File: src/rtl/add_acc_ctrl_if.sv
// ---------------------------------------------------------------------------
// add_acc_ctrl_if
// Bundles every non-clock signal of the adder accumulation sequencer.
// The names carry the sequencer's own direction suffix (_i = into the
// sequencer, _o = out of it).
//   Job request    : start_i, len_i, relu_en_i
//   Operand stream : in_data_i, in_valid_i, in_ready_o
//   Adder side     : add_a_o, add_b_o, add_en_o, skip_neg_en_o, add_sum_i
//   Result stream  : out_data_o, out_valid_o, out_ready_i
//   Status         : busy_o, done_o
// Modports:
//   slave  - the sequencer itself.
//   master - the scheduler/adder environment that drives it.
// ---------------------------------------------------------------------------
interface add_acc_ctrl_if #(
  parameter int DATA_W = 12,
  parameter int CNT_W  = 8
);
  logic              start_i;
  logic [CNT_W-1:0]  len_i;
  logic              relu_en_i;
  logic [DATA_W-1:0] in_data_i;
  logic              in_valid_i;
  logic              in_ready_o;
  logic [DATA_W-1:0] add_a_o;
  logic [DATA_W-1:0] add_b_o;
  logic              add_en_o;
  logic              skip_neg_en_o;
  logic [DATA_W-1:0] add_sum_i;
  logic [DATA_W-1:0] out_data_o;
  logic              out_valid_o;
  logic              out_ready_i;
  logic              busy_o;
  logic              done_o;

  modport slave (
    input  start_i, len_i, relu_en_i, in_data_i, in_valid_i, add_sum_i, out_ready_i,
    output in_ready_o, add_a_o, add_b_o, add_en_o, skip_neg_en_o,
           out_data_o, out_valid_o, busy_o, done_o
  );

  modport master (
    output start_i, len_i, relu_en_i, in_data_i, in_valid_i, add_sum_i, out_ready_i,
    input  in_ready_o, add_a_o, add_b_o, add_en_o, skip_neg_en_o,
           out_data_o, out_valid_o, busy_o, done_o
  );
endinterface

File: src/rtl/add_acc_ctrl.sv
// ---------------------------------------------------------------------------
// add_acc_ctrl
// Sequencer for one shared pipelined adder of ADD_LAT cycles latency.
// It accepts a job of len_i operands and accumulates them one add at a time,
// feeding the running sum back through the adder. It finishes with a single
// pass-through flush that can apply skip-negative (ReLU), and then presents
// the result on a valid/ready output.
// Ports:
//   clk_i   - clock, rising edge
//   rst_n_i - synchronous active-low reset
//   bus     - add_acc_ctrl_if.slave (job, operand, adder, result and status)
// ---------------------------------------------------------------------------
module add_acc_ctrl #(
  parameter int DATA_W  = 12,
  parameter int ADD_LAT = 5,
  parameter int CNT_W   = 8
) (
  input logic           clk_i,
  input logic           rst_n_i,
  add_acc_ctrl_if.slave bus
);

  localparam int                WAIT_W    = $clog2(ADD_LAT + 1);
  localparam logic [WAIT_W-1:0] WAIT_LOAD = WAIT_W'(ADD_LAT);

  typedef enum logic [2:0] {
    S_IDLE,
    S_FETCH,
    S_WAIT,
    S_FLUSH,
    S_FWAIT,
    S_OUT
  } state_t;

  state_t            r_state,     w_state_nxt;
  logic [CNT_W-1:0]  r_rem,       w_rem_nxt;
  logic [WAIT_W-1:0] r_wait,      w_wait_nxt;
  logic [DATA_W-1:0] r_acc,       w_acc_nxt;
  logic              r_relu,      w_relu_nxt;
  logic [DATA_W-1:0] r_add_a,     w_add_a_nxt;
  logic [DATA_W-1:0] r_add_b,     w_add_b_nxt;
  logic              r_add_en,    w_add_en_nxt;
  logic              r_skip,      w_skip_nxt;
  logic [DATA_W-1:0] r_out_data,  w_out_data_nxt;
  logic              r_out_valid, w_out_valid_nxt;
  logic              r_done,      w_done_nxt;

  // Every register, including the adder-facing outputs, loads the value
  // prepared by the next-state logic. Reset discards any job in flight.
  always_ff @(posedge clk_i) begin
    if (!rst_n_i) begin
      r_state     <= S_IDLE;
      r_rem       <= '0;
      r_wait      <= '0;
      r_acc       <= '0;
      r_relu      <= 1'b0;
      r_add_a     <= '0;
      r_add_b     <= '0;
      r_add_en    <= 1'b0;
      r_skip      <= 1'b0;
      r_out_data  <= '0;
      r_out_valid <= 1'b0;
      r_done      <= 1'b0;
    end else begin
      r_state     <= w_state_nxt;
      r_rem       <= w_rem_nxt;
      r_wait      <= w_wait_nxt;
      r_acc       <= w_acc_nxt;
      r_relu      <= w_relu_nxt;
      r_add_a     <= w_add_a_nxt;
      r_add_b     <= w_add_b_nxt;
      r_add_en    <= w_add_en_nxt;
      r_skip      <= w_skip_nxt;
      r_out_data  <= w_out_data_nxt;
      r_out_valid <= w_out_valid_nxt;
      r_done      <= w_done_nxt;
    end
  end

  // Next-state and next-output logic. The adder operands default to zero,
  // so they are only non-zero for the single cycle after an issue or a
  // flush. The wait counter is loaded with ADD_LAT when an operation goes
  // out. The adder result is sampled on the cycle the counter reaches 0,
  // which is exactly ADD_LAT cycles after the operands were presented.
  always_comb begin
    w_state_nxt     = r_state;
    w_rem_nxt       = r_rem;
    w_wait_nxt      = r_wait;
    w_acc_nxt       = r_acc;
    w_relu_nxt      = r_relu;
    w_add_a_nxt     = '0;
    w_add_b_nxt     = '0;
    w_add_en_nxt    = 1'b0;
    w_skip_nxt      = 1'b0;
    w_out_data_nxt  = r_out_data;
    w_out_valid_nxt = r_out_valid;
    w_done_nxt      = 1'b0;

    case (r_state)
      S_IDLE: begin
        if (bus.start_i) begin
          w_rem_nxt   = bus.len_i;
          w_relu_nxt  = bus.relu_en_i;
          w_acc_nxt   = '0;
          w_state_nxt = (bus.len_i == '0) ? S_FLUSH : S_FETCH;
        end
      end
      S_FETCH: begin
        if (bus.in_valid_i) begin
          w_add_a_nxt  = r_acc;
          w_add_b_nxt  = bus.in_data_i;
          w_add_en_nxt = 1'b1;
          w_rem_nxt    = r_rem - 1'b1;
          w_wait_nxt   = WAIT_LOAD;
          w_state_nxt  = S_WAIT;
        end
      end
      S_WAIT: begin
        if (r_wait == '0) begin
          w_acc_nxt   = bus.add_sum_i;
          w_state_nxt = (r_rem != '0) ? S_FETCH : S_FLUSH;
        end else begin
          w_wait_nxt = r_wait - 1'b1;
        end
      end
      S_FLUSH: begin
        // Pass-through: add_en stays low so the low sum bits are kept.
        w_add_a_nxt = r_acc;
        w_skip_nxt  = r_relu;
        w_wait_nxt  = WAIT_LOAD;
        w_state_nxt = S_FWAIT;
      end
      S_FWAIT: begin
        if (r_wait == '0) begin
          w_out_data_nxt  = bus.add_sum_i;
          w_out_valid_nxt = 1'b1;
          w_state_nxt     = S_OUT;
        end else begin
          w_wait_nxt = r_wait - 1'b1;
        end
      end
      S_OUT: begin
        if (bus.out_ready_i) begin
          w_out_valid_nxt = 1'b0;
          w_done_nxt      = 1'b1;
          w_state_nxt     = S_IDLE;
        end
      end
      default: w_state_nxt = S_IDLE;
    endcase
  end

  assign bus.in_ready_o    = (r_state == S_FETCH);
  assign bus.busy_o        = (r_state != S_IDLE);
  assign bus.add_a_o       = r_add_a;
  assign bus.add_b_o       = r_add_b;
  assign bus.add_en_o      = r_add_en;
  assign bus.skip_neg_en_o = r_skip;
  assign bus.out_data_o    = r_out_data;
  assign bus.out_valid_o   = r_out_valid;
  assign bus.done_o        = r_done;

endmodule

File: src/flat_wrapper.sv
// flat-port wrapper written by rule: the top's interface ports become plain ports
module add_acc_ctrl_flat 
#(
  parameter int DATA_W  = 12,
  parameter int ADD_LAT = 5,
  parameter int CNT_W   = 8
)
  (clk_i, rst_n_i, bus_start_i, bus_len_i, bus_relu_en_i, bus_in_data_i, bus_in_valid_i, bus_add_sum_i, bus_out_ready_i, bus_in_ready_o, bus_add_a_o, bus_add_b_o, bus_add_en_o, bus_skip_neg_en_o, bus_out_data_o, bus_out_valid_o, bus_busy_o, bus_done_o);
  add_acc_ctrl_if #(.DATA_W(DATA_W), .CNT_W(CNT_W)) bus_i ();
  input logic clk_i;
  input logic rst_n_i;
  input wire logic [$bits(bus_i.start_i)-1:0] bus_start_i;
  input wire logic [$bits(bus_i.len_i)-1:0] bus_len_i;
  input wire logic [$bits(bus_i.relu_en_i)-1:0] bus_relu_en_i;
  input wire logic [$bits(bus_i.in_data_i)-1:0] bus_in_data_i;
  input wire logic [$bits(bus_i.in_valid_i)-1:0] bus_in_valid_i;
  input wire logic [$bits(bus_i.add_sum_i)-1:0] bus_add_sum_i;
  input wire logic [$bits(bus_i.out_ready_i)-1:0] bus_out_ready_i;
  output wire logic [$bits(bus_i.in_ready_o)-1:0] bus_in_ready_o;
  output wire logic [$bits(bus_i.add_a_o)-1:0] bus_add_a_o;
  output wire logic [$bits(bus_i.add_b_o)-1:0] bus_add_b_o;
  output wire logic [$bits(bus_i.add_en_o)-1:0] bus_add_en_o;
  output wire logic [$bits(bus_i.skip_neg_en_o)-1:0] bus_skip_neg_en_o;
  output wire logic [$bits(bus_i.out_data_o)-1:0] bus_out_data_o;
  output wire logic [$bits(bus_i.out_valid_o)-1:0] bus_out_valid_o;
  output wire logic [$bits(bus_i.busy_o)-1:0] bus_busy_o;
  output wire logic [$bits(bus_i.done_o)-1:0] bus_done_o;
  assign bus_i.start_i = bus_start_i;
  assign bus_i.len_i = bus_len_i;
  assign bus_i.relu_en_i = bus_relu_en_i;
  assign bus_i.in_data_i = bus_in_data_i;
  assign bus_i.in_valid_i = bus_in_valid_i;
  assign bus_i.add_sum_i = bus_add_sum_i;
  assign bus_i.out_ready_i = bus_out_ready_i;
  assign bus_in_ready_o = bus_i.in_ready_o;
  assign bus_add_a_o = bus_i.add_a_o;
  assign bus_add_b_o = bus_i.add_b_o;
  assign bus_add_en_o = bus_i.add_en_o;
  assign bus_skip_neg_en_o = bus_i.skip_neg_en_o;
  assign bus_out_data_o = bus_i.out_data_o;
  assign bus_out_valid_o = bus_i.out_valid_o;
  assign bus_busy_o = bus_i.busy_o;
  assign bus_done_o = bus_i.done_o;
  add_acc_ctrl #(.DATA_W(DATA_W), .ADD_LAT(ADD_LAT), .CNT_W(CNT_W)) u_core (.clk_i(clk_i), .rst_n_i(rst_n_i), .bus(bus_i));
endmodule
File: config.mk
export PLATFORM = sky130hd
export DESIGN_NAME = add_acc_ctrl_flat
export DESIGN_NICKNAME = d
export VERILOG_FILES = /design/src/rtl/add_acc_ctrl_if.sv /design/src/rtl/add_acc_ctrl.sv /design/src/flat_wrapper.sv
export SDC_FILE = /design/constraint.sdc
export NUM_CORES = 1
export LEC_CHECK = 0
export ABC_CLOCK_PERIOD_IN_PS = 1950
export BUFFER_PORTS_ARGS = -buffer_cell sky130_fd_sc_hd__buf_2
export CAP_MARGIN = 20
export CORE_MARGIN = 3
export CORE_UTILIZATION = 51
export CTS_CLUSTER_DIAMETER = 50
export DETAILED_ROUTE_END_ITERATION = 6
export HOLD_SLACK_MARGIN = 0.03
export PLACE_DENSITY = 0.82
export SYNTH_ARGS = -nofsm -noshare
export SYNTH_HDL_FRONTEND = slang
export SYNTH_SLANG_ARGS = --single-unit
File: constraint.sdc
create_clock -name clk_i -period 1.95 [get_ports clk_i]
set_input_delay 0.2925 -clock clk_i [delete_from_list [all_inputs] [get_ports clk_i]]
set_output_delay 0.2925 -clock clk_i [all_outputs]
set_load 0.005 [all_outputs]
==> results of run 1 <==
## how the worst min path moves through the flow
stage | startpoint | end | slack, ps
floorplan | u_core.r_acc[10] | u_core.bus.add_a_o[10] | 410
global placement | u_core.r_acc[3] | u_core.bus.add_a_o[3] | 430
detailed placement | u_core.r_acc[10] | u_core.bus.add_a_o[10] | 430
CTS | bus_in_data_i[7] | u_core.bus.add_b_o[7] | 150
global route | bus_in_data_i[7] | u_core.bus.add_b_o[7] | 140
finish | bus_in_data_i[8] | u_core.bus.add_b_o[8] | 160
## area by class of cell
class                   instances  area share, %
repair buffers                 91           14.4
clock buffers                   9           3.66
multi-input cells             194           35.5
inverters                       8          0.888
clock inverters                 6           3.40
well taps                      67           2.48
flip-flops and latches         67           39.7
## Yosys cell counts (4+ instances only)
cell type	count
sky130_fd_sc_hd__o21ai_0	21
sky130_fd_sc_hd__dfxtp_1	67
sky130_fd_sc_hd__ha_1	4
sky130_fd_sc_hd__and2_1	12
sky130_fd_sc_hd__nand2_1	20
sky130_fd_sc_hd__clkbuf_1	7
sky130_fd_sc_hd__buf_2	6
sky130_fd_sc_hd__a211oi_1	7
sky130_fd_sc_hd__nor2b_1	4
sky130_fd_sc_hd__nand2b_1	4
sky130_fd_sc_hd__mux2i_1	15
sky130_fd_sc_hd__inv_1	7
sky130_fd_sc_hd__nand3_1	15
sky130_fd_sc_hd__nor2_1	36
sky130_fd_sc_hd__a21oi_1	11
sky130_fd_sc_hd__nor3_1	4
## power by group through the flow
| stage | logic (µW) | clock network (µW) | registers (µW) |
|---|---|---|---|
| final | 994 | 1380 | 1580 |
| after global routing | 1110 | 1470 | 1600 |
| after CTS | 992 | 1400 | 1580 |
| after detailed placement | 980 | 0 | 1610 |
| after global placement | 966 | 0 | 1610 |
| after floorplan | 731 | 0 | 1590 |
## stage by stage
stage | cell area [µm²] | util, % | hold WS [ps] | setup WS [ps]
after floorplan | 2670 | - | 413 | 431
after global placement | 3140 | 64.4 | 426 | 301
after detailed placement | 3140 | 64.4 | 428 | 287
after CTS | 3380 | 69.3 | 146 | 152
after global routing | 3380 | 69.3 | 141 | 81.5
final | 3380 | 69.3 | 159 | 157
## metal layers
layer	share of wire [%]	GRT usage, %
met1	44	28.6
met3	6.5	4.24
met4	1.9	9.44
met2	48	32.5
met5	0	0
## sequential cells by signal, indices dropped and copies added (netlist names)
signal and count:
u_core.bus.add_a_o 12, u_core.bus.add_b_o 12, u_core.bus.add_en_o 1, u_core.bus.done_o 1
u_core.bus.out_data_o 12, u_core.bus.out_valid_o 1, u_core.bus.skip_neg_en_o 1, u_core.r_acc 12
u_core.r_relu 1, u_core.r_rem 8, u_core.r_state 3, u_core.r_wait 3
## worst reg2reg max path, stage by stage, from the launching register on
cell and delay (ps):
sky130_fd_sc_hd__dfxtp_1 410, sky130_fd_sc_hd__buf_4 240, sky130_fd_sc_hd__nor2b_1 240, sky130_fd_sc_hd__o21ai_0 340
sky130_fd_sc_hd__buf_4 300, sky130_fd_sc_hd__nor2_1 140
## kinds of logic after synthesis
kind of cell | Yosys count | share of synthesized area, %
AOI/OAI and AO/OA | 60 | 14.8
adders and majority gates | 4 | 1.88
buffers and inverters | 26 | 4.69
DFF | 67 | 50.3
muxes | 15 | 5.63
and+or+nand+nor | 115 | 22.7
==> run_summary.xml, run 1 <==
<?xml version="1.0" encoding="UTF-8"?>
<metrics>
  <group name="synth">
    <metric name="syn-cell-area" unit="µm²">2670</metric>
    <metric name="synth-edff-count" unit="">0</metric>
    <metric name="ys_top_cells_by_area" unit="">sky130_fd_sc_hd__dfxtp_1, sky130_fd_sc_hd__mux2i_1, sky130_fd_sc_hd__nor2_1, sky130_fd_sc_hd__o21ai_0, sky130_fd_sc_hd__and2_1</metric>
    <metric name="ys_async_sr_fraction" unit="%">0</metric>
    <metric name="synth_seq_cells" unit="">67</metric>
    <metric name="synth.distinct_cells" unit="">47</metric>
    <metric name="number_of_instances_in_the_synthesized_netlist" unit="">287</metric>
    <metric name="ys_warns" unit="">0</metric>
    <metric name="synth_area_per_cell" unit="µm²">9.29</metric>
    <metric name="syn_nets" unit="">329</metric>
    <metric name="synth_largest_area_cell" unit="">sky130_fd_sc_hd__dfxtp_1</metric>
    <metric name="ys_seq_area_share" unit="%">50.3</metric>
    <metric name="synth_top_area_share" unit="%">50.3</metric>
    <metric name="synthFlopType" unit="">sky130_fd_sc_hd__dfxtp_1</metric>
  </group>
  <group name="flow_run">
    <metric name="max_cap_viol_count" unit="">0</metric>
  </group>
  <group name="worst_setup_path">
    <metric name="reg2regPathDepth" unit="">5</metric>
    <metric name="critical_path.endpoint" unit="">bus_in_ready_o</metric>
    <metric name="cpLargestDelayFamily" unit="">flip-flops</metric>
    <metric name="timing.critical_path.slowest_stage_cell" unit="">sky130_fd_sc_hd__dfxtp_1</metric>
    <metric name="critPathBufInv" unit="">2</metric>
    <metric name="crit_path_cell_trace" unit="">or3b_1 -&gt; inv_2 -&gt; buf_2</metric>
    <metric name="cp_num_cells" unit="">3</metric>
    <metric name="critical_path_required" unit="ps">1660</metric>
    <metric name="cp_data_arrival_time" unit="ps">1500</metric>
    <metric name="critical_path.max_stage_delay" unit="ps">410</metric>
    <metric name="critPathLaunchType" unit="">register</metric>
    <metric name="timing.rr.end" unit="">u_core.bus.add_a_o[4]</metric>
    <metric name="crit_start" unit="">u_core.r_state[0]</metric>
    <metric name="rrSetupSlack" unit="ps">230</metric>
    <metric name="cp_max_fo" unit="">14</metric>
    <metric name="timing_worst_setup_path_type" unit="">reg2out</metric>
    <metric name="regToRegStartpoint" unit="">u_core.r_state[0]</metric>
    <metric name="end_kind" unit="">output port</metric>
  </group>
  <group name="clocking">
    <metric name="cts-root-buf" unit="">sky130_fd_sc_hd__clkbuf_8</metric>
    <metric name="cts-root-to-sink-buffers" unit="">2</metric>
    <metric name="holdBufCountCts" unit="">0</metric>
    <metric name="ctsResizeCount" unit="">0</metric>
    <metric name="ctsHtreeMaxLevel" unit="">3</metric>
    <metric name="worst_setup_hold_path_clk_slew" unit="ps">70</metric>
    <metric name="worst_skew_pair.late_latency" unit="ps">330</metric>
    <metric name="cts-buffers-inserted" unit="">9</metric>
    <metric name="clkSinkCount" unit="">67</metric>
    <metric name="post-cts-setup-buffers" unit="">0</metric>
    <metric name="cts_tree" unit="">done</metric>
  </group>
  <group name="power_and_ir_drop">
    <metric name="sequentialPowerShare" unit="%">40.0</metric>
    <metric name="power.combinational.fraction" unit="%">25.1</metric>
    <metric name="intPower" unit="µW">2740</metric>
    <metric name="p_leak" unit="µW">0.00148</metric>
    <metric name="maximum_ir_drop_on_the_vdd_rail" unit="mV">0.742</metric>
    <metric name="power.switching_fraction" unit="%">30.8</metric>
    <metric name="cellPowerDensity" unit="nW/µm²">1170</metric>
    <metric name="p_sw" unit="µW">1220</metric>
    <metric name="power" unit="µW">3960</metric>
    <metric name="power.share.clock" unit="%">34.9</metric>
  </group>
  <group name="finish">
    <metric name="insertedDiodeCount" unit="">0</metric>
    <metric name="leading_cell_type_in_the_layout_fill_and_taps_excluded" unit="">sky130_fd_sc_hd__buf_2</metric>
    <metric name="multi_input_comb_area" unit="µm²">1200</metric>
    <metric name="sequential_cell_area" unit="µm²">1340</metric>
    <metric name="syn2layout_area_growth" unit="%">26.7</metric>
    <metric name="num-nets-final" unit="">413</metric>
    <metric name="non_filler_cells_in_the_finished_layout" unit="">442</metric>
    <metric name="nFillCells" unit="">390</metric>
    <metric name="post_route_cells_drive_above_1_share" unit="%">30.4</metric>
    <metric name="layout.cells.most_common_list" unit="">sky130_fd_sc_hd__buf_2, sky130_fd_sc_hd__dfxtp_1, sky130_fd_sc_hd__nor2_1, sky130_fd_sc_hd__o21ai_0, sky130_fd_sc_hd__nand2_1</metric>
  </group>
  <group name="sta">
    <metric name="clock_skew" unit="ps">7.78</metric>
    <metric name="relSlewSlack" unit="%">45.9</metric>
    <metric name="fin_tns_setup" unit="ps">0</metric>
    <metric name="min_period_over_period" unit="%">91.9</metric>
    <metric name="worst-slew-pin-transition" unit="ps">803</metric>
    <metric name="slew_violations" unit="">0</metric>
    <metric name="period_needed" unit="ps">1790</metric>
    <metric name="grt_setup_unrepaired" unit="">false</metric>
    <metric name="finalHoldViolCount" unit="">0</metric>
    <metric name="setup_viol_count_final" unit="">0</metric>
    <metric name="fmaxAchievable" unit="MHz">558</metric>
  </group>
  <group name="die">
    <metric name="boundaryPins" unit="">80</metric>
    <metric name="die_width" unit="µm">78.3</metric>
    <metric name="die-area" unit="µm²">6130</metric>
    <metric name="design.core.area" unit="µm²">4880</metric>
    <metric name="initial_core_util" unit="%">54.7</metric>
    <metric name="placement_row_count" unit="">25</metric>
    <metric name="die_h" unit="µm">78.3</metric>
  </group>
  <group name="route">
    <metric name="wl_cell" unit="µm">14.1</metric>
    <metric name="firstDrtPassIters" unit="">4</metric>
    <metric name="vias_per_cell" unit="">5.37</metric>
    <metric name="drt.antenna.violating_nets" unit="">0</metric>
    <metric name="first_iter_violations" unit="">93</metric>
    <metric name="routed_wl" unit="mm">6.23</metric>
    <metric name="vias" unit="">2373</metric>
    <metric name="drc_errors" unit="">0</metric>
  </group>
  <group name="grt">
    <metric name="residual_overflow_from_global_routing" unit="">0</metric>
    <metric name="grt_pass1_wl" unit="mm">10.3</metric>
    <metric name="number_of_global_route_vias_before_repair" unit="">2193</metric>
    <metric name="maximum_number_of_pins_on_one_net_before_global_route_repair" unit="">26</metric>
    <metric name="grt_use_total" unit="%">21.1</metric>
    <metric name="antenna_violations_before_repair" unit="">0</metric>
  </group>
  <group name="place">
    <metric name="place.detailed.instances" unit="">427</metric>
    <metric name="port_buffers" unit="">79</metric>
    <metric name="place.gp.congestion" unit="">0.849</metric>
    <metric name="post-dp-hpwl" unit="mm">4.37</metric>
  </group>
  <group name="hold_path">
    <metric name="min_delay_path_depth" unit="">2</metric>
    <metric name="hold_crit_path_type" unit="">in2reg</metric>
  </group>
  <group name="status">
    <metric name="outcome" unit="">finished clean</metric>
  </group>
</metrics>
Power figures use the tool's default switching activity.
==> run 2: changes to the inputs <==
--- a/config.mk
+++ b/config.mk
@@ -14,6 +14,8 @@
 export DETAILED_ROUTE_END_ITERATION = 6
 export HOLD_SLACK_MARGIN = 0.03
 export PLACE_DENSITY = 0.82
+export RECOVER_POWER = 50
+export SLEW_MARGIN = 20
 export SYNTH_ARGS = -nofsm -noshare
 export SYNTH_HDL_FRONTEND = slang
 export SYNTH_SLANG_ARGS = --single-unit
==> run_summary.xml, run 2 (synthesis gave the netlist of run 1 again) <==
<?xml version="1.0" encoding="UTF-8"?>
<metrics>
  <group name="clocking">
    <metric name="cts-buffers-inserted" unit="">9</metric>
    <metric name="cts_tree" unit="">done</metric>
    <metric name="worst_skew_pair.late_latency" unit="ps">330</metric>
    <metric name="cts-root-to-sink-buffers" unit="">2</metric>
    <metric name="ctsResizeCount" unit="">0</metric>
    <metric name="worst_setup_hold_path_clk_slew" unit="ps">70</metric>
    <metric name="ctsHtreeMaxLevel" unit="">3</metric>
    <metric name="post-cts-setup-buffers" unit="">0</metric>
    <metric name="holdBufCountCts" unit="">0</metric>
    <metric name="cts-root-buf" unit="">sky130_fd_sc_hd__clkbuf_8</metric>
    <metric name="clkSinkCount" unit="">67</metric>
  </group>
  <group name="worst_setup_path">
    <metric name="cpLargestDelayFamily" unit="">flip-flops</metric>
    <metric name="regToRegStartpoint" unit="">u_core.r_state[1]</metric>
    <metric name="critPathLaunchType" unit="">register</metric>
    <metric name="timing_worst_setup_path_type" unit="">reg2out</metric>
    <metric name="end_kind" unit="">output port</metric>
    <metric name="cp_num_cells" unit="">3</metric>
    <metric name="critPathBufInv" unit="">2</metric>
    <metric name="critical_path_required" unit="ps">1660</metric>
    <metric name="reg2regPathDepth" unit="">4</metric>
    <metric name="timing.rr.end" unit="">u_core.bus.add_a_o[4]</metric>
    <metric name="crit_path_cell_trace" unit="">or3b_1 -&gt; inv_2 -&gt; buf_2</metric>
    <metric name="crit_start" unit="">u_core.r_state[0]</metric>
    <metric name="critical_path.max_stage_delay" unit="ps">410</metric>
    <metric name="timing.critical_path.slowest_stage_cell" unit="">sky130_fd_sc_hd__dfxtp_1</metric>
    <metric name="critical_path.endpoint" unit="">bus_in_ready_o</metric>
    <metric name="cp_max_fo" unit="">14</metric>
    <metric name="rrSetupSlack" unit="ps">180</metric>
    <metric name="cp_data_arrival_time" unit="ps">1500</metric>
  </group>
  <group name="finish">
    <metric name="syn2layout_area_growth" unit="%">25.7</metric>
    <metric name="post_route_cells_drive_above_1_share" unit="%">26.4</metric>
    <metric name="sequential_cell_area" unit="µm²">1340</metric>
    <metric name="leading_cell_type_in_the_layout_fill_and_taps_excluded" unit="">sky130_fd_sc_hd__dfxtp_1</metric>
    <metric name="insertedDiodeCount" unit="">0</metric>
    <metric name="num-nets-final" unit="">413</metric>
    <metric name="layout.cells.most_common_list" unit="">sky130_fd_sc_hd__dfxtp_1, sky130_fd_sc_hd__buf_2, sky130_fd_sc_hd__nor2_1, sky130_fd_sc_hd__o21ai_0, sky130_fd_sc_hd__nand2_1</metric>
    <metric name="multi_input_comb_area" unit="µm²">1190</metric>
    <metric name="non_filler_cell_area_final" unit="µm²">3350</metric>
    <metric name="nFillCells" unit="">400</metric>
    <metric name="non_filler_cells_in_the_finished_layout" unit="">442</metric>
  </group>
  <group name="sta">
    <metric name="worst-slew-pin-transition" unit="ps">801</metric>
    <metric name="slew_violations" unit="">0</metric>
    <metric name="setup_viol_count_final" unit="">0</metric>
    <metric name="grt_setup_unrepaired" unit="">false</metric>
    <metric name="period_needed" unit="ps">1790</metric>
    <metric name="min_period_over_period" unit="%">92.0</metric>
    <metric name="fin_tns_setup" unit="ps">0</metric>
    <metric name="final.setup.worst_slack" unit="ps">156</metric>
    <metric name="relSlewSlack" unit="%">46.0</metric>
    <metric name="finalHoldViolCount" unit="">0</metric>
    <metric name="clock_skew" unit="ps">7.30</metric>
    <metric name="fmaxAchievable" unit="MHz">557</metric>
  </group>
  <group name="grt">
    <metric name="maximum_number_of_pins_on_one_net_before_global_route_repair" unit="">26</metric>
    <metric name="grt_use_total" unit="%">21.1</metric>
    <metric name="grt_pass1_wl" unit="mm">10.3</metric>
    <metric name="residual_overflow_from_global_routing" unit="">0</metric>
    <metric name="number_of_global_route_vias_before_repair" unit="">2193</metric>
    <metric name="antenna_violations_before_repair" unit="">0</metric>
  </group>
  <group name="die">
    <metric name="die_width" unit="µm">78.3</metric>
    <metric name="initial_core_util" unit="%">54.7</metric>
    <metric name="boundaryPins" unit="">80</metric>
    <metric name="die-area" unit="µm²">6130</metric>
    <metric name="design.core.area" unit="µm²">4880</metric>
    <metric name="placement_row_count" unit="">25</metric>
    <metric name="die_h" unit="µm">78.3</metric>
  </group>
  <group name="power_and_ir_drop">
    <metric name="power" unit="µW">3950</metric>
    <metric name="intPower" unit="µW">2730</metric>
    <metric name="sequentialPowerShare" unit="%">40.1</metric>
    <metric name="power.share.clock" unit="%">35.0</metric>
    <metric name="power.switching_fraction" unit="%">30.8</metric>
    <metric name="p_leak" unit="µW">0.00141</metric>
    <metric name="p_sw" unit="µW">1220</metric>
    <metric name="cellPowerDensity" unit="nW/µm²">1180</metric>
    <metric name="power.combinational.fraction" unit="%">25.0</metric>
    <metric name="maximum_ir_drop_on_the_vdd_rail" unit="mV">0.742</metric>
  </group>
  <group name="place">
    <metric name="post-dp-hpwl" unit="mm">4.37</metric>
    <metric name="place.detailed.instances" unit="">427</metric>
    <metric name="dp_worst_setup_slack" unit="ps">287</metric>
    <metric name="placed_instance_area" unit="µm²">3140</metric>
    <metric name="place.gp.congestion" unit="">0.849</metric>
    <metric name="port_buffers" unit="">79</metric>
  </group>
  <group name="route">
    <metric name="vias_per_cell" unit="">5.32</metric>
    <metric name="drc_errors" unit="">0</metric>
    <metric name="first_iter_violations" unit="">96</metric>
    <metric name="drt.antenna.violating_nets" unit="">0</metric>
    <metric name="vias" unit="">2351</metric>
    <metric name="routed_wl" unit="mm">6.25</metric>
    <metric name="firstDrtPassIters" unit="">4</metric>
    <metric name="wl_cell" unit="µm">14.1</metric>
  </group>
  <group name="hold_path">
    <metric name="hold_crit_path_type" unit="">in2reg</metric>
    <metric name="min_delay_path_depth" unit="">2</metric>
  </group>
  <group name="status">
    <metric name="outcome" unit="">finished clean</metric>
  </group>
  <group name="flow_run">
    <metric name="max_cap_viol_count" unit="">0</metric>
  </group>
</metrics>
-- run 2: changes by cell type in the layout (fill, tap and decap cells not counted), sizes merged --
cell and delta:
buf -16, clkbuf +16
-- run 2: worst min-delay path by stage --
stage | start | end | slack (ps)
floorplan | u_core.r_acc[10] | u_core.bus.add_a_o[10] | 410
global placement | u_core.r_acc[3] | u_core.bus.add_a_o[3] | 430
detailed placement | u_core.r_acc[10] | u_core.bus.add_a_o[10] | 430
CTS | bus_in_data_i[7] | u_core.bus.add_b_o[7] | 150
global route | bus_in_data_i[7] | u_core.bus.add_b_o[7] | 140
finish | bus_in_data_i[7] | u_core.bus.add_b_o[7] | 160
-- run 2: cell type report --
cell class | count | area share [%]
Clock buffer | 9 | 3.69
Clock inverter | 6 | 3.43
Sequential cell | 67 | 40.0
Tap cell | 67 | 2.50
Multi-Input combinational cell | 194 | 35.6
Timing Repair Buffer | 91 | 13.8
Inverter | 8 | 0.896
-- run 2: routing by layer --
metal / GRT usage, % / part of all wire [%]
met4: 9.44 / 1.9
met3: 4.24 / 6.1
met5: 0 / 0
met2: 32.5 / 47
met1: 28.6 / 45
-- run 2: worst reg2reg max path, delay by kind of cell (launching register included) --
kind	cells	cell delay, ps
buffers and inverters	2	560
and+or+nand+nor	1	70
DFF	1	330
AOI/OAI and AO/OA	1	710
-- run 2: power groups by stage --
stage | logic (µW) | clock network [µW] | registers, µW
2_1_floorplan | 731 | 0 | 1590
5_1_grt | 1100 | 1470 | 1600
6_report | 986 | 1380 | 1580
3_3_place_gp | 966 | 0 | 1610
3_5_place_dp | 980 | 0 | 1610
4_1_cts | 992 | 1400 | 1580
-- run 2: metrics by stage --
step	hold slack [ps]	util (%)
after floorplan	413	-
after detailed placement	428	64.4
after global routing	141	68.7
final	159	68.7
after global placement	426	64.4
after CTS	146	69.3
==> run 3: changes to the inputs <==
--- a/config.mk
+++ b/config.mk
@@ -8,6 +8,7 @@
 export ABC_CLOCK_PERIOD_IN_PS = 1950
 export BUFFER_PORTS_ARGS = -buffer_cell sky130_fd_sc_hd__buf_2
 export CAP_MARGIN = 20
+export CORE_ASPECT_RATIO = 0.9
 export CORE_MARGIN = 3
 export CORE_UTILIZATION = 51
 export CTS_CLUSTER_DIAMETER = 50
==> run_summary.xml, run 3 (synthesis gave the netlist of run 1 again) <==
<?xml version="1.0" encoding="UTF-8"?>
<metrics>
  <group name="grt">
    <metric name="global_route.usage.met2" unit="%">31.0</metric>
    <metric name="number_of_global_route_vias_before_repair" unit="">2101</metric>
    <metric name="antenna_violations_before_repair" unit="">0</metric>
    <metric name="maximum_number_of_pins_on_one_net_before_global_route_repair" unit="">26</metric>
    <metric name="residual_overflow_from_global_routing" unit="">0</metric>
    <metric name="grt.met3_usage" unit="%">7.54</metric>
    <metric name="grt_use_total" unit="%">20.5</metric>
    <metric name="globalRouteMet1Util" unit="%">26.6</metric>
    <metric name="grt_most_used_layer" unit="">met2</metric>
    <metric name="grt_pass1_wl" unit="mm">9.60</metric>
  </group>
  <group name="clocking">
    <metric name="ctsHtreeMaxLevel" unit="">3</metric>
    <metric name="post-cts-setup-buffers" unit="">0</metric>
    <metric name="cts-buffers-inserted" unit="">9</metric>
    <metric name="cts-root-buf" unit="">sky130_fd_sc_hd__clkbuf_8</metric>
    <metric name="worst_setup_hold_path_clk_slew" unit="ps">70</metric>
    <metric name="cts-root-to-sink-buffers" unit="">2</metric>
    <metric name="holdBufCountCts" unit="">0</metric>
    <metric name="clkSinkCount" unit="">67</metric>
    <metric name="cts_tree" unit="">done</metric>
    <metric name="worst_skew_pair.late_latency" unit="ps">340</metric>
  </group>
  <group name="die">
    <metric name="boundaryPins" unit="">80</metric>
    <metric name="initial_core_util" unit="%">53.8</metric>
    <metric name="die_h" unit="µm">74.6</metric>
    <metric name="design.core.area" unit="µm²">4950</metric>
    <metric name="die_width" unit="µm">82.2</metric>
    <metric name="placement_row_count" unit="">24</metric>
    <metric name="die-area" unit="µm²">6140</metric>
  </group>
  <group name="finish">
    <metric name="leading_cell_type_in_the_layout_fill_and_taps_excluded" unit="">sky130_fd_sc_hd__dfxtp_1</metric>
    <metric name="syn2layout_area_growth" unit="%">23.7</metric>
    <metric name="insertedDiodeCount" unit="">0</metric>
    <metric name="layout.cells.most_common_list" unit="">sky130_fd_sc_hd__dfxtp_1, sky130_fd_sc_hd__buf_2, sky130_fd_sc_hd__nor2_1, sky130_fd_sc_hd__clkbuf_1, sky130_fd_sc_hd__o21ai_0</metric>
    <metric name="non_filler_cell_area_final" unit="µm²">3300</metric>
    <metric name="non_filler_cells_in_the_finished_layout" unit="">441</metric>
    <metric name="post_route_cells_drive_above_1_share" unit="%">23.4</metric>
    <metric name="num-nets-final" unit="">413</metric>
    <metric name="nFillCells" unit="">441</metric>
  </group>
  <group name="sta">
    <metric name="grt_setup_unrepaired" unit="">false</metric>
    <metric name="fmaxAchievable" unit="MHz">551</metric>
    <metric name="relSlewSlack" unit="%">41.2</metric>
    <metric name="min_period_over_period" unit="%">93.1</metric>
    <metric name="slew_violations" unit="">0</metric>
    <metric name="fin_tns_setup" unit="ps">0</metric>
    <metric name="clock_skew" unit="ps">4.51</metric>
    <metric name="whs" unit="ps">150</metric>
    <metric name="setup_viol_count_final" unit="">0</metric>
    <metric name="finalHoldViolCount" unit="">0</metric>
    <metric name="period_needed" unit="ps">1820</metric>
    <metric name="worst-slew-pin-transition" unit="ps">873</metric>
  </group>
  <group name="route">
    <metric name="wl_cell" unit="µm">13.8</metric>
    <metric name="drc_errors" unit="">0</metric>
    <metric name="vias_per_cell" unit="">5.23</metric>
    <metric name="drt.antenna.violating_nets" unit="">0</metric>
    <metric name="firstDrtPassIters" unit="">4</metric>
    <metric name="routed_wl" unit="mm">6.07</metric>
    <metric name="first_iter_violations" unit="">65</metric>
    <metric name="vias" unit="">2306</metric>
  </group>
  <group name="worst_setup_path">
    <metric name="cp_data_arrival_time" unit="ps">1520</metric>
    <metric name="cp_max_fo" unit="">14</metric>
    <metric name="end_kind" unit="">output port</metric>
    <metric name="critPathLaunchType" unit="">register</metric>
    <metric name="critical_path_required" unit="ps">1660</metric>
    <metric name="timing_worst_setup_path_type" unit="">reg2out</metric>
  </group>
  <group name="place">
    <metric name="place.detailed.instances" unit="">425</metric>
    <metric name="placed_instance_area" unit="µm²">3140</metric>
    <metric name="post-dp-hpwl" unit="mm">4.43</metric>
    <metric name="place.gp.congestion" unit="">0.866</metric>
    <metric name="port_buffers" unit="">79</metric>
  </group>
  <group name="power_and_ir_drop">
    <metric name="cellPowerDensity" unit="nW/µm²">1120</metric>
    <metric name="p_leak" unit="µW">0.00134</metric>
    <metric name="maximum_ir_drop_on_the_vdd_rail" unit="mV">0.629</metric>
  </group>
  <group name="hold_path">
    <metric name="hold_crit_path_type" unit="">in2reg</metric>
  </group>
  <group name="flow_run">
    <metric name="max_cap_viol_count" unit="">0</metric>
  </group>
  <group name="status">
    <metric name="outcome" unit="">finished clean</metric>
  </group>
</metrics>
## run 3: final timing paths
path | to | slack, ps | cells after the start | from
setup / recovery | bus_in_ready_o | 130 | 3 | u_core.r_state[1]
hold reg to reg | u_core.bus.add_a_o[1] | 430 | 2 | u_core.r_acc[1]
setup reg to reg | u_core.bus.out_data_o[4] | 210 | 5 | u_core.r_state[2]
hold / removal | u_core.bus.add_b_o[6] | 150 | 2 | bus_in_data_i[6]
## run 3: power by group
| part | total, µW | internal (µW) | switching, µW |
|---|---|---|---|
| clock | 1130 | 624 | 503 |
| sequential | 1610 | 1490 | 116 |
| combinational | 977 | 404 | 573 |
## run 3: area by class of cell
class,count,area [µm²],share of cell area (%)
clock buffer,12,145,4.40
sequential,67,1340,40.6
inverter,8,32.5,0.986
multi-input combinational,194,1200,36.3
clock inverter,4,50.0,1.52
timing repair buffer,91,453,13.7
tap,65,81.3,2.46
## run 3: critical path: stages, from the launching register on
cell	delay, ps
sky130_fd_sc_hd__dfxtp_1	420
sky130_fd_sc_hd__or3b_4	480
sky130_fd_sc_hd__inv_4	150
sky130_fd_sc_hd__buf_2	130
## run 3: timing repair
item / 4_1_cts / 5_1_grt
pin swaps: 0 / 0
gates resized for setup: 1 / 1
setup endpoints to repair: 1 / 1
## run 3: stage by stage
step | power [µW] | setup slack, ps | util [%]
2_1_floorplan | 2320 | 431 | -
3_3_place_gp | 2570 | 268 | 63.4
3_5_place_dp | 2590 | 175 | 63.4
4_1_cts | 3740 | 54.2 | 67.3
5_1_grt | 3930 | 62.4 | 66.6
6_report | 3710 | 134 | 66.6
## run 3: layer usage
metal,wire (µm),vias to the layer above
met4,72,0
met3,526,5
met2,2720,82
met1,2750,1053
met5,0,-
li1,-,1166
